==> src/rtl/sprite_line_fetcher_pkg.sv <==
// Shared definitions for the sprite line fetch path: default geometry,
// address packing width and the fetch FSM state encoding.
package sprite_line_fetcher_pkg;

  localparam int unsigned SPRITE_BITS_DEF = 6;
  localparam int unsigned ROW_BITS_DEF    = 4;

  typedef enum logic [1:0] {
    ST_IDLE  = 2'd0,
    ST_FETCH = 2'd1,
    ST_DRAIN = 2'd2,
    ST_HOLD  = 2'd3
  } fetch_state_e;

  // Bit address is packed {sprite, row, col}; row and col share ROW_BITS.
  function automatic int unsigned addr_width(input int unsigned sprite_bits,
                                             input int unsigned row_bits);
    return sprite_bits + 2 * row_bits;
  endfunction

endpackage

==> src/rtl/sprite_line_fetcher.sv <==
// Fetches one row of a 1bpp sprite with serial single-bit reads and presents
// the assembled line word to the renderer over a valid/ready handshake.
module sprite_line_fetcher
  import sprite_line_fetcher_pkg::*;
#(
  parameter int unsigned SPRITE_BITS = SPRITE_BITS_DEF,
  parameter int unsigned ROW_BITS    = ROW_BITS_DEF,
  localparam int unsigned W = 2 ** ROW_BITS,
  localparam int unsigned A = addr_width(SPRITE_BITS, ROW_BITS)
) (
  input  logic                   clk,
  input  logic                   reset,
  input  logic                   req_valid,
  output logic                   req_ready,
  input  logic [SPRITE_BITS-1:0] req_sprite,
  input  logic [ROW_BITS-1:0]    req_row,
  input  logic                   req_flip_x,
  output logic                   mem_ren,
  output logic [A-1:0]           mem_raddr,
  input  logic                   mem_rdata,
  output logic                   line_valid,
  input  logic                   line_ready,
  output logic [W-1:0]           line_data,
  output logic                   line_nonzero
);

  fetch_state_e           state;
  logic [SPRITE_BITS-1:0] sprite_q;
  logic [ROW_BITS-1:0]    row_q;
  logic                   flip_q;
  logic [ROW_BITS-1:0]    col;
  logic [ROW_BITS-1:0]    col_inc;
  logic [ROW_BITS-1:0]    col_d;
  logic                   cap;
  logic [ROW_BITS-1:0]    ins_pos;
  logic [W-1:0]           line_next;

  assign req_ready = (state == ST_IDLE) && !reset;
  assign col_inc   = col + 1'b1;

  // col_d/cap trail the issued read by one cycle so they line up with rdata.
  // Unflipped, col k lands at bit W-1-k, which is ~k for a power-of-two width.
  always_comb begin
    ins_pos            = flip_q ? col_d : ~col_d;
    line_next          = line_data;
    line_next[ins_pos] = mem_rdata;
  end

  always_ff @(posedge clk) begin
    if (reset) begin
      state        <= ST_IDLE;
      sprite_q     <= '0;
      row_q        <= '0;
      flip_q       <= 1'b0;
      col          <= '0;
      col_d        <= '0;
      cap          <= 1'b0;
      mem_ren      <= 1'b0;
      mem_raddr    <= '0;
      line_valid   <= 1'b0;
      line_data    <= '0;
      line_nonzero <= 1'b0;
    end else begin
      cap   <= mem_ren;
      col_d <= col;
      if (cap) begin
        line_data    <= line_next;
        line_nonzero <= |line_next;
      end

      case (state)
        ST_IDLE: begin
          if (req_valid) begin
            sprite_q  <= req_sprite;
            row_q     <= req_row;
            flip_q    <= req_flip_x;
            col       <= '0;
            mem_ren   <= 1'b1;
            mem_raddr <= {req_sprite, req_row, {ROW_BITS{1'b0}}};
            state     <= ST_FETCH;
          end
        end
        ST_FETCH: begin
          if (col == '1) begin
            mem_ren <= 1'b0;
            state   <= ST_DRAIN;
          end else begin
            col       <= col_inc;
            mem_raddr <= {sprite_q, row_q, col_inc};
          end
        end
        ST_DRAIN: begin
          line_valid <= 1'b1;
          state      <= ST_HOLD;
        end
        ST_HOLD: begin
          if (line_ready) begin
            line_valid <= 1'b0;
            state      <= ST_IDLE;
          end
        end
        default: state <= ST_IDLE;
      endcase
    end
  end

endmodule

==> config.mk <==
export PLATFORM = sky130hd
export DESIGN_NAME = sprite_line_fetcher
export DESIGN_NICKNAME = d
export VERILOG_FILES = /design/src/rtl/sprite_line_fetcher_pkg.sv /design/src/rtl/sprite_line_fetcher.sv
export SDC_FILE = /design/constraint.sdc
export NUM_CORES = 1
export LEC_CHECK = 0
export CORE_ASPECT_RATIO = 0.7
export CORE_UTILIZATION = 30
export DETAILED_ROUTE_END_ITERATION = 7
export PLACE_DENSITY_LB_ADDON = 0.12
export SYNTH_ARGS = -nofsm -noshare
export SYNTH_HDL_FRONTEND = slang
export SYNTH_SLANG_ARGS = --single-unit
==> constraint.sdc <==
create_clock -name clk -period 2.6 [get_ports clk]
set_clock_uncertainty 0.15 [all_clocks]
set_input_delay 0.78 -clock clk [delete_from_list [all_inputs] [get_ports clk]]
set_output_delay 0.78 -clock clk [all_outputs]
set_load 0.005 [all_outputs]
Yosys cells after proc, flatten, opt, wreduce, memory -nomap -nowiden:

Cells that the tools add are included.

* add/subtract/negate cells: 1
* order comparisons: 2
* equality and inequality tests: 8
* mux-type cells: 19
* bitwise operators: 1
* reduce and logical (&&, ||, !) cells: 12

Operators by type and width (number)
* 2-to-1 mux 14 bit: 2
* one-hot mux 14 bit (2 select lines): 1
* bitwise mux 16 bit: 1
* OR reduction 16 bit: 1
* 2-to-1 mux 4 bit: 3
* AND reduction 3 bit: 3
* inequality test 2 bit (second input constant): 4
* one-hot mux 2 bit (4 select lines): 1
* one-hot mux 4 bit (2 select lines): 1
* 2-to-1 mux 2 bit: 3
* < comparator 4 x 5 -> 1 bit (second input constant): 1
* adder 4 x 1 -> 4 bit (second input constant): 1
* demux 1 bit (select 4 bit): 1
* equality test 2 bit (second input constant): 2
* equality test 4 bit (second input constant): 1
* greater-or-equal comparator 4 x 1 -> 1 bit (second input constant): 1
* 2-to-1 mux 1 bit: 4
* inverter 4 bit: 1
* one-hot mux 1 bit (2 select lines): 2
* AND reduction 2 bit: 2
* nonzero test 2 bit: 2
* equality test 2 x 1 -> 1 bit (second input constant): 1
* logical AND 1 bit: 2
* zero test 2 bit: 1
* zero test 1 bit: 1

* flip-flop bits (word level): 55
* input port bits: 16
* output and inout bits: 34
* word-level logic and storage cells: 55

Logic depth before layout (Yosys ltp):

Gate-level depths: netlist of run 1.

* depth after elaboration: 8
* gate-level depth with buffers: 8
* mapped depth without buffers: 8

Worst setup path after synthesis of run 1:

Ideal clock, no wire load.

* kind: input-to-output
* start point: input port reset
* end point: output port req_ready
* arrival time: 1.307 ns
* data required time: 1.670 ns
* setup slack: 0.363 ns
* cell stages on the path: 3
* path buffers: 2
* path through: clkbuf_1 > clkbuf_1 > nor2b_1

* longest elaborated chain between the ends: 2

RTL lines
* start: declaration: line sprite_line_fetcher.sv:12 `input logic reset,`
* zero test 1 bit: line sprite_line_fetcher.sv:38 `assign req_ready = (state == ST_IDLE) && !reset;`
* logical AND 1 bit: line sprite_line_fetcher.sv:38
* end: declaration: line sprite_line_fetcher.sv:14 `output logic req_ready,`

Every way passes these cells.

Final worst setup path of run 1:

Ends and elaborated chain as after synthesis.

==> summary.md, run 1 <==
| Metric | Value |
|---|---|
| Antenna violations before repair | `0` |
| Fraction of the mapped netlist area in compound gates | `between 10% and 20%` |
| Flops & latches, synth | `between 50 and 60` |
| Ratio of cells with drive above 1 in the final layout | `9.589%` |
| Setup-failing EPs final | `0` |
| P_sw | `between 900 and 1000 uW` |
| H-tree Lvls | `2` |
| Die width | `115.8 um` |
| Synth unique cells | `59` |
| Post-Syn Instances | `between 300 and 400` |
| Outcome | `finished, final reports clean` |
| Vias per cell | `around 4.9` |
| Die H | `81.69 um` |
| Critical Path End Type | `output pin` |
| FILL cells | `920` |
| F_max | `roughly 400 MHz` |
| Max-Cap Viols | `0` |
| Max FO, Critical Path | `2` |
| R2R setup slack | `roughly 0.4 ns` |
| Global-route wire length before repair | `11060 um` |
| RSZ-0062 raised after global routing | `no` |
| Share of power burned in registers | `between 30% and 40%` |
| Proportion of synthesized area in mux cells | `roughly 13%` |
| Core area | `8618 um^2` |
| IO Port Bufs | `a little under 50` |
| Fin. Hold Viols | `0` |
| RD Place Congestion | `0.8130` |
| Async SR Flop Fraction | `0%` |
| Netlist Area Pre-Place | `about 2700 um^2` |
| Latest clock arrival within the worst-skew pair | `just under 0.3 ns` |
| Simple-gate portion of the synthesized area | `about a quarter` |
| Multi-input gate area | `1546 um^2` |
| Pleak | `approximately 0.0013 uW` |
| Average cell area after synthesis | `8.531 um^2` |
| Per-cell routed wire length | `roughly 14 um` |
| Final Cell Area | `3483 um^2` |
| Maximum clock path buffer count | `2` |
| Critical path's largest stage delay | `between 0.4 and 0.5 ns` |
| CTS tree | `yes` |
| TritonCTS buffer count | `5` |
| Vias after detailed routing | `around 2400` |
| YS warnings | `0` |
| Root buf cell | `clkbuf_16` |
| Post-synth top area share | `37.52%` |
| Post-Synth XOR/XNOR Area | `less than 1%` |
| Switching Fraction | `between 30 and 40%` |
| Period minus WS final | `around 2.5 ns` |
| CP max-delay cell | `clkdlybuf4s50_1` |
| EDFF count, synth | `0` |
| Routed Antenna Nets | `0` |
| Critical path type | `input port to output pin` |
| Final net count | `386` |
| DP Wirelength | `approximately 4700 um` |
| Post-synthesis sequential area ratio | `between 30% and 40%` |
| Startpoint types | `input port` |
| Cell taking the most area after synthesis | `dfxtp_1` |
| Combinational share of power | `a little under 40%` |
| Drt pass-1 iters | `4` |
| Cts hold-fix bufs | `0` |
| Adder-cell share of the synthesized area | `2.299%` |
| Worst-path clk slew | `roughly 0.060 ns` |
| I/O pins | `50` |
| Area delta synth->final | `28.00%` |
| Total gr overflow | `0` |
| Required @ worst endpoint | `1.67 ns` |
| Cell Int Power | `between 1500 and 2000 uW` |
| Peak VDD IR | `roughly 0.00043 V` |
| PwrDens | `between 800 and 900 nW/um^2` |
| Vias in the first global route | `roughly 2100` |
| Row cnt | `28` |
| GRT Util Overall | `between 10% and 20%` |
| Placed instance area | `around 3300 um^2` |
| Clock share of power | `between 20% and 30%` |
| Die area | `about 9500 um^2` |
| Initial cell density of the core | `a little under a third` |
| Final worst-path cycle share | `95.35%` |
| Top_reg_cell synth | `dfxtp_1` |
| Max Slew Vio Count | `0` |
| Crit path DAT | `roughly 1.6 ns` |
| Largest net degree at the start of global routing | `between 50 and 60` |
| Area contributors post-synth | `dfxtp_1, mux2i_1, nand2_1, nor2_1, a211oi_1` |
| Worst hold path class | `flip-flop to flip-flop` |
| Post-Route Utilization | `~40%` |
| Relative slew margins | `63.81%` |
| Syn nets | `340` |
| Ant diodes | `0` |
| Sink Count | `51` |
| Register area | `about 1000 um^2` |
| Worst Tran Pin Value | `approximately 0.54 ns` |
| Largest family of logic cells by synthesized area | `simple AND/OR/NAND/NOR gates` |
| Routed wire length | `between 6000 and 7000 um` |
| Crit path cell chain | `clkdlybuf4s50_1 > nor2b_1 > dlygate4sd2_1` |
| Final routed DRC violation total | `0` |
| DR iter-0 viols | `107` |
[power groups by stage]
stage / registers (uW) / clock network, uW / logic (uW)
floorplan: 1050 / 0 / 756
global placement: 1090 / 0 / 1170
detailed placement: 1090 / 0 / 1170
CTS: 1070 / 766 / 1180
global route: 1100 / 798 / 1280
finish: 1070 / 735 / 1160
[per-stage QoR]
step | setup slack, ns | hold slack, ns | TNS [ns] | std cells | total power [uW]
final | 0.1210 | 0.3040 | 0 | 485 | 2964
after detailed placement | -0.1457 | 0.2963 | -0.1457 | 478 | 2261
after CTS | 0.1135 | 0.3059 | 0 | 485 | 3015
after global placement | -0.1440 | 0.2924 | -0.1440 | 478 | 2258
after global routing | 0.07686 | 0.3247 | 0 | 485 | 3180
after floorplan | 0.3626 | 0.2860 | 0 | 319 | 1804
[what timing repair did]
item / 4_1_cts / 5_1_grt
gates resized for setup: 1 / 1
buffers inserted: 0 / 0
setup endpoints to repair: 1 / 1
hold endpoints to repair: 0 / 0
[final cells by class]
type	instances	area share, %
timing repair buffer	62	16.85
clock inverter	1	0.8621
sequential	51	29.35
multi-input combinational	240	44.40
tap	120	4.310
clock buffer	6	3.700
inverter	5	0.5388
[worst max-delay path: cells and delay by family]
kind,cells,cell delay [ns]
AND/OR/NAND/NOR,1,0.04
buffers and inverters,2,0.73
[cell families after synthesis]
kind of cell / Yosys count
XOR/XNOR: 3
adder cells (fa/ha/maj): 5
buffers and inverters: 28
AND/OR/NAND/NOR: 128
flip-flops: 51
multiplexers: 33
AO/OA/AOI/OAI: 71
[flip-flops by register name, summed over array words and instances, names as in the netlist]
signal / count
cap: 1
col_d: 4
flip_q: 1
line_data: 16
line_nonzero: 1
line_valid: 1
mem_raddr: 14
mem_ren: 1
row_q: 4
sprite_q: 6
state: 2
[cell usage after synthesis, drive strengths merged, types with 2 or more instances]
library cell and instances:
o311ai 2, nand3b 3, nor3 3, o221ai 2, nand2 44, nand3 7
nand4b 2, and2b 2, or2 2, or3b 2, and2 3, nand2b 3
xor2 2, o211ai 3, o22ai 3, a22oi 3, o21bai 3, mux2i 29
buf 12, inv 5, nor2b 10, mux2 4, nor2 36, ha 5
a211oi 13, o21ai 12, dfxtp 51, nand4 5, a21oi 20, or3 3
clkbuf 11
[per-layer routing]
metal,vias up,share of wire (%),track usage (%)
li1,1221,-,-
met1,1089,53,23.30
met2,53,40,20.71
met3,8,5.9,3.616
met4,0,1.3,5.769
met5,-,0,0
[path summary, 6_finish.rpt]
check	end	from	cells after the start
worst max-delay path	req_ready	reset	3
worst min-delay path	sprite_q[3]$_SDFFE_PP0P_	sprite_q[3]$_SDFFE_PP0P_	2
worst max register to register	line_nonzero$_SDFFE_PP0P_	col_d[0]$_SDFF_PP0_	5
worst min register to register	sprite_q[3]$_SDFFE_PP0P_	sprite_q[3]$_SDFFE_PP0P_	2
[layout by cell type, fill, tap and decap left out, types with 7 or more instances in the layout]
cell	instances
a211oi_1	13
a21oi_1	19
buf_4	13
clkdlybuf4s50_1	48
dfxtp_1	50
mux2i_1	28
nand2_1	44
nand3_1	7
nor2_1	35
nor2b_1	9
o21ai_0	10
No activity file was read; power rests on OpenSTA's default activity.
==> run 2: changes to the inputs <==
CORE_UTILIZATION = 35   (was 30)
==> run 2 against run 1 <==
Against the previous run: power fell by 0.95%; critical path type is now flip-flop to output pin; core utilization rose by 5.8 points; largest power group unchanged; via count barely moved.
==> summary.md, run 2 (synthesized netlist as in run 1, its figures left out) <==
| Metric | Value |
|---|---|
| Final net count | `384 (-0.52%)` |
| Max Slew Vio Count | `0 (unchanged)` |
| Final TNS setup | `0 ns (unchanged)` |
| Pleak | `0.001245 uW (-1.9%)` |
| DP Worst Slack | `0.1083 ns (+0.2539 ns)` |
| Period minus WS final | `2.513 ns (+0.03387 ns)` |
| GRT Util Overall | `17.24% (+1.8 points)` |
| Worst hold path class | `flip-flop to flip-flop` |
| H-tree Lvls | `2 (unchanged)` |
| Max FO, Critical Path | `6 (+4)` |
| Critical Path End Type | `output pin` |
| Root buf cell | `clkbuf_8` |
| Largest net degree at the start of global routing | `51 (unchanged)` |
| Global-route wire length before repair | `10780 um (-2.6%)` |
| DR iter-0 viols | `183 (+71%)` |
| Final Cell Area | `3426 um^2 (-1.7%)` |
| Crit path DAT | `1.58 ns (+0.03 ns)` |
| Vias per cell | `5.130 (+4.9%)` |
| CP max-delay cell | `clkdlybuf4s50_1` |
| Vias after detailed routing | `2370 (-0.042%)` |
| CTS tree | `yes` |
| Placed instance area | `3277 um^2 (-1.4%)` |
| Area delta synth->final | `25.89%` |
| F_max | `397.9 MHz (-1.3%)` |
| Routed Antenna Nets | `0 (unchanged)` |
| Per-cell routed wire length | `14.51 um (+1.6%)` |
| Ant diodes | `0 (unchanged)` |
| Drt pass-1 iters | `6 (+2)` |
| Final routed DRC violation total | `0 (unchanged)` |
| Critical path buffers and inverters | `2 (unchanged)` |
| Total gr overflow | `0 (unchanged)` |
| Critical path's largest stage delay | `0.50 ns (+0.02 ns)` |
| Maximum clock path buffer count | `2 (unchanged)` |
| Commonest cells after routing, fill and taps aside | `dfxtp_1, clkdlybuf4s50_1, nand2_1` |
| Worst setup margin | `0.08708 ns (-0.03388 ns)` |
| R2R setup slack | `0.38 ns (-0.02 ns)` |
| Fin. Hold Viols | `0 (unchanged)` |
| Critical Path Start | `state[1]$_SDFFE_PP0P_` |
| Final worst-path cycle share | `96.65% (+1.3 points)` |
| IO Port Bufs | `49 (unchanged)` |
| Critical path type | `flip-flop to output pin` |
| Peak VDD IR | `0.0003844 V (-10%)` |
| Reg with most FFs | `line_data` |
| Sink Count | `51 (unchanged)` |
| Cell family with most CP delay | `buffers and inverters` |
| RD Place Congestion | `0.8998 (+11%)` |
| Worst Tran Pin Value | `0.5250 ns (-0.01777 ns)` |
| Relative slew margins | `64.00% (+0.18 points)` |
| Worst-path clk slew | `0.10 ns (+0.04 ns)` |
| Flip-flop count of the largest register after layout | `16 (unchanged)` |
| Required @ worst endpoint | `1.67 ns (about the same)` |
| Critical path destination | `req_ready` |
| Worst path depth | `4 (+1)` |
| DP Wirelength | `4581 um (-3.3%)` |
| Critical R2R Launch | `col_d[0]$_SDFF_PP0_` |
| Post-CTS Resized | `0 (-1)` |
| Die width | `107.4 um (-7.3%)` |
| Crit path cell chain | `inv_1 > ha_4 > nor2b_1 > clkdlybuf4s50_1` |
| Most common cell after layout, fill and taps aside | `dfxtp_1` |
| Antenna violations before repair | `0 (unchanged)` |
| Cts hold-fix bufs | `0 (unchanged)` |
| Vias in the first global route | `2099 (-1.5%)` |
| Setup-failing EPs final | `0 (unchanged)` |
| Latest clock arrival within the worst-skew pair | `0.30 ns (about the same)` |
| Post-CTS setup buffer count | `0 (unchanged)` |
| Depth of the most critical reg-to-reg path | `5 (unchanged)` |
| Initial cell density of the core | `36.69% (+5.1 points)` |
| Routed wire length | `6703 um (-3.3%)` |
| Regs by FF count | `line_data: 16 flops, mem_raddr: 14 flops, sprite_q: 6 flops` |
| TritonCTS buffer count | `5 (unchanged)` |
| Row cnt | `26 (-7.1%)` |
| R2r endpoint | `line_nonzero$_SDFFE_PP0P_` |
| I/O pins | `50 (unchanged)` |
| Die H | `75.78 um (-7.2%)` |
| Outcome | `finished, final reports clean` |
| Die area | `8137 um^2 (-14%)` |
| Max-Cap Viols | `0 (unchanged)` |
| Core area | `7417 um^2 (-14%)` |
| RSZ-0062 raised after global routing | `no` |
| Startpoint types | `flip-flop` |
| Ratio of cells with drive above 1 in the final layout | `10.16% (+0.58 points)` |
| PwrDens | `857.1 nW/um^2 (+0.72%)` |
-- run 2: cell count changes in the layout (fill, tap and decap cells not counted), sizes merged --
cell,before,now
clkinvlp,0,1
bufinv,1,2
buf,13,12
clkbuf,6,5
dlygate4sd2,1,0
-- run 2: area by class of cell --
| type | instances | area (um^2) |
|---|---|---|
| timing repair buffer | 60 | 568.0 |
| sequential | 51 | 1021 |
| clock buffer | 5 | 68.82 |
| multi-input combinational | 240 | 1559 |
| fill | 750 | 3991 |
| clock inverter | 3 | 67.56 |
| tap | 98 | 122.6 |
| inverter | 5 | 18.77 |
-- run 2: report_power, final --
part | switching [uW] | total, uW | internal [uW]
clock network | 282 | 666 | 384
registers | 123 | 1060 | 939
logic | 599 | 1210 | 609
-- run 2: worst min-delay path, delay by kind of cell (launching register included) --
family | cells | cell delay (ns)
simple gates | 1 | 0.05
flops | 1 | 0.32
compound gates | 1 | 0.05
-- run 2: through the flow --
stage	cells	util [%]	hold WS, ns	power [uW]
after floorplan	319	-	0.2860	1804
after global placement	454	44.18	0.2921	2242
after detailed placement	454	44.18	0.2980	2254
after CTS	462	46.02	0.3126	2931
after global routing	462	46.19	0.3262	3147
final	462	46.19	0.3104	2936
-- run 2: worst min path at each step --
| stage | start | to | slack [ns] | cells past startpoint |
|---|---|---|---|---|
| global route | sprite_q[1]$_SDFFE_PP0P_ | sprite_q[1]$_SDFFE_PP0P_ | 0.33 | 2 |
| global placement | row_q[3]$_SDFFE_PP0P_ | row_q[3]$_SDFFE_PP0P_ | 0.29 | 2 |
| floorplan | row_q[0]$_SDFFE_PP0P_ | row_q[0]$_SDFFE_PP0P_ | 0.29 | 2 |
| CTS | sprite_q[1]$_SDFFE_PP0P_ | sprite_q[1]$_SDFFE_PP0P_ | 0.31 | 2 |
| detailed placement | sprite_q[1]$_SDFFE_PP0P_ | sprite_q[1]$_SDFFE_PP0P_ | 0.30 | 2 |
| finish | sprite_q[3]$_SDFFE_PP0P_ | sprite_q[3]$_SDFFE_PP0P_ | 0.31 | 2 |
-- run 2: per-layer routing --
layer / global-route usage (%) / vias up / wire [um]
li1: - / 1212 / -
met1: 26.20 / 1094 / 3601
met2: 24.59 / 59 / 2677
met3: 3.507 / 5 / 375
met4: 4.110 / 0 / 50
met5: 0 / - / 0
==> run 3: changes to the inputs <==
CTS_CLUSTER_DIAMETER = 200   (was unset)
==> results of run 3 <==
No change in the layout: final DEF, timing and power equal those of run 2.
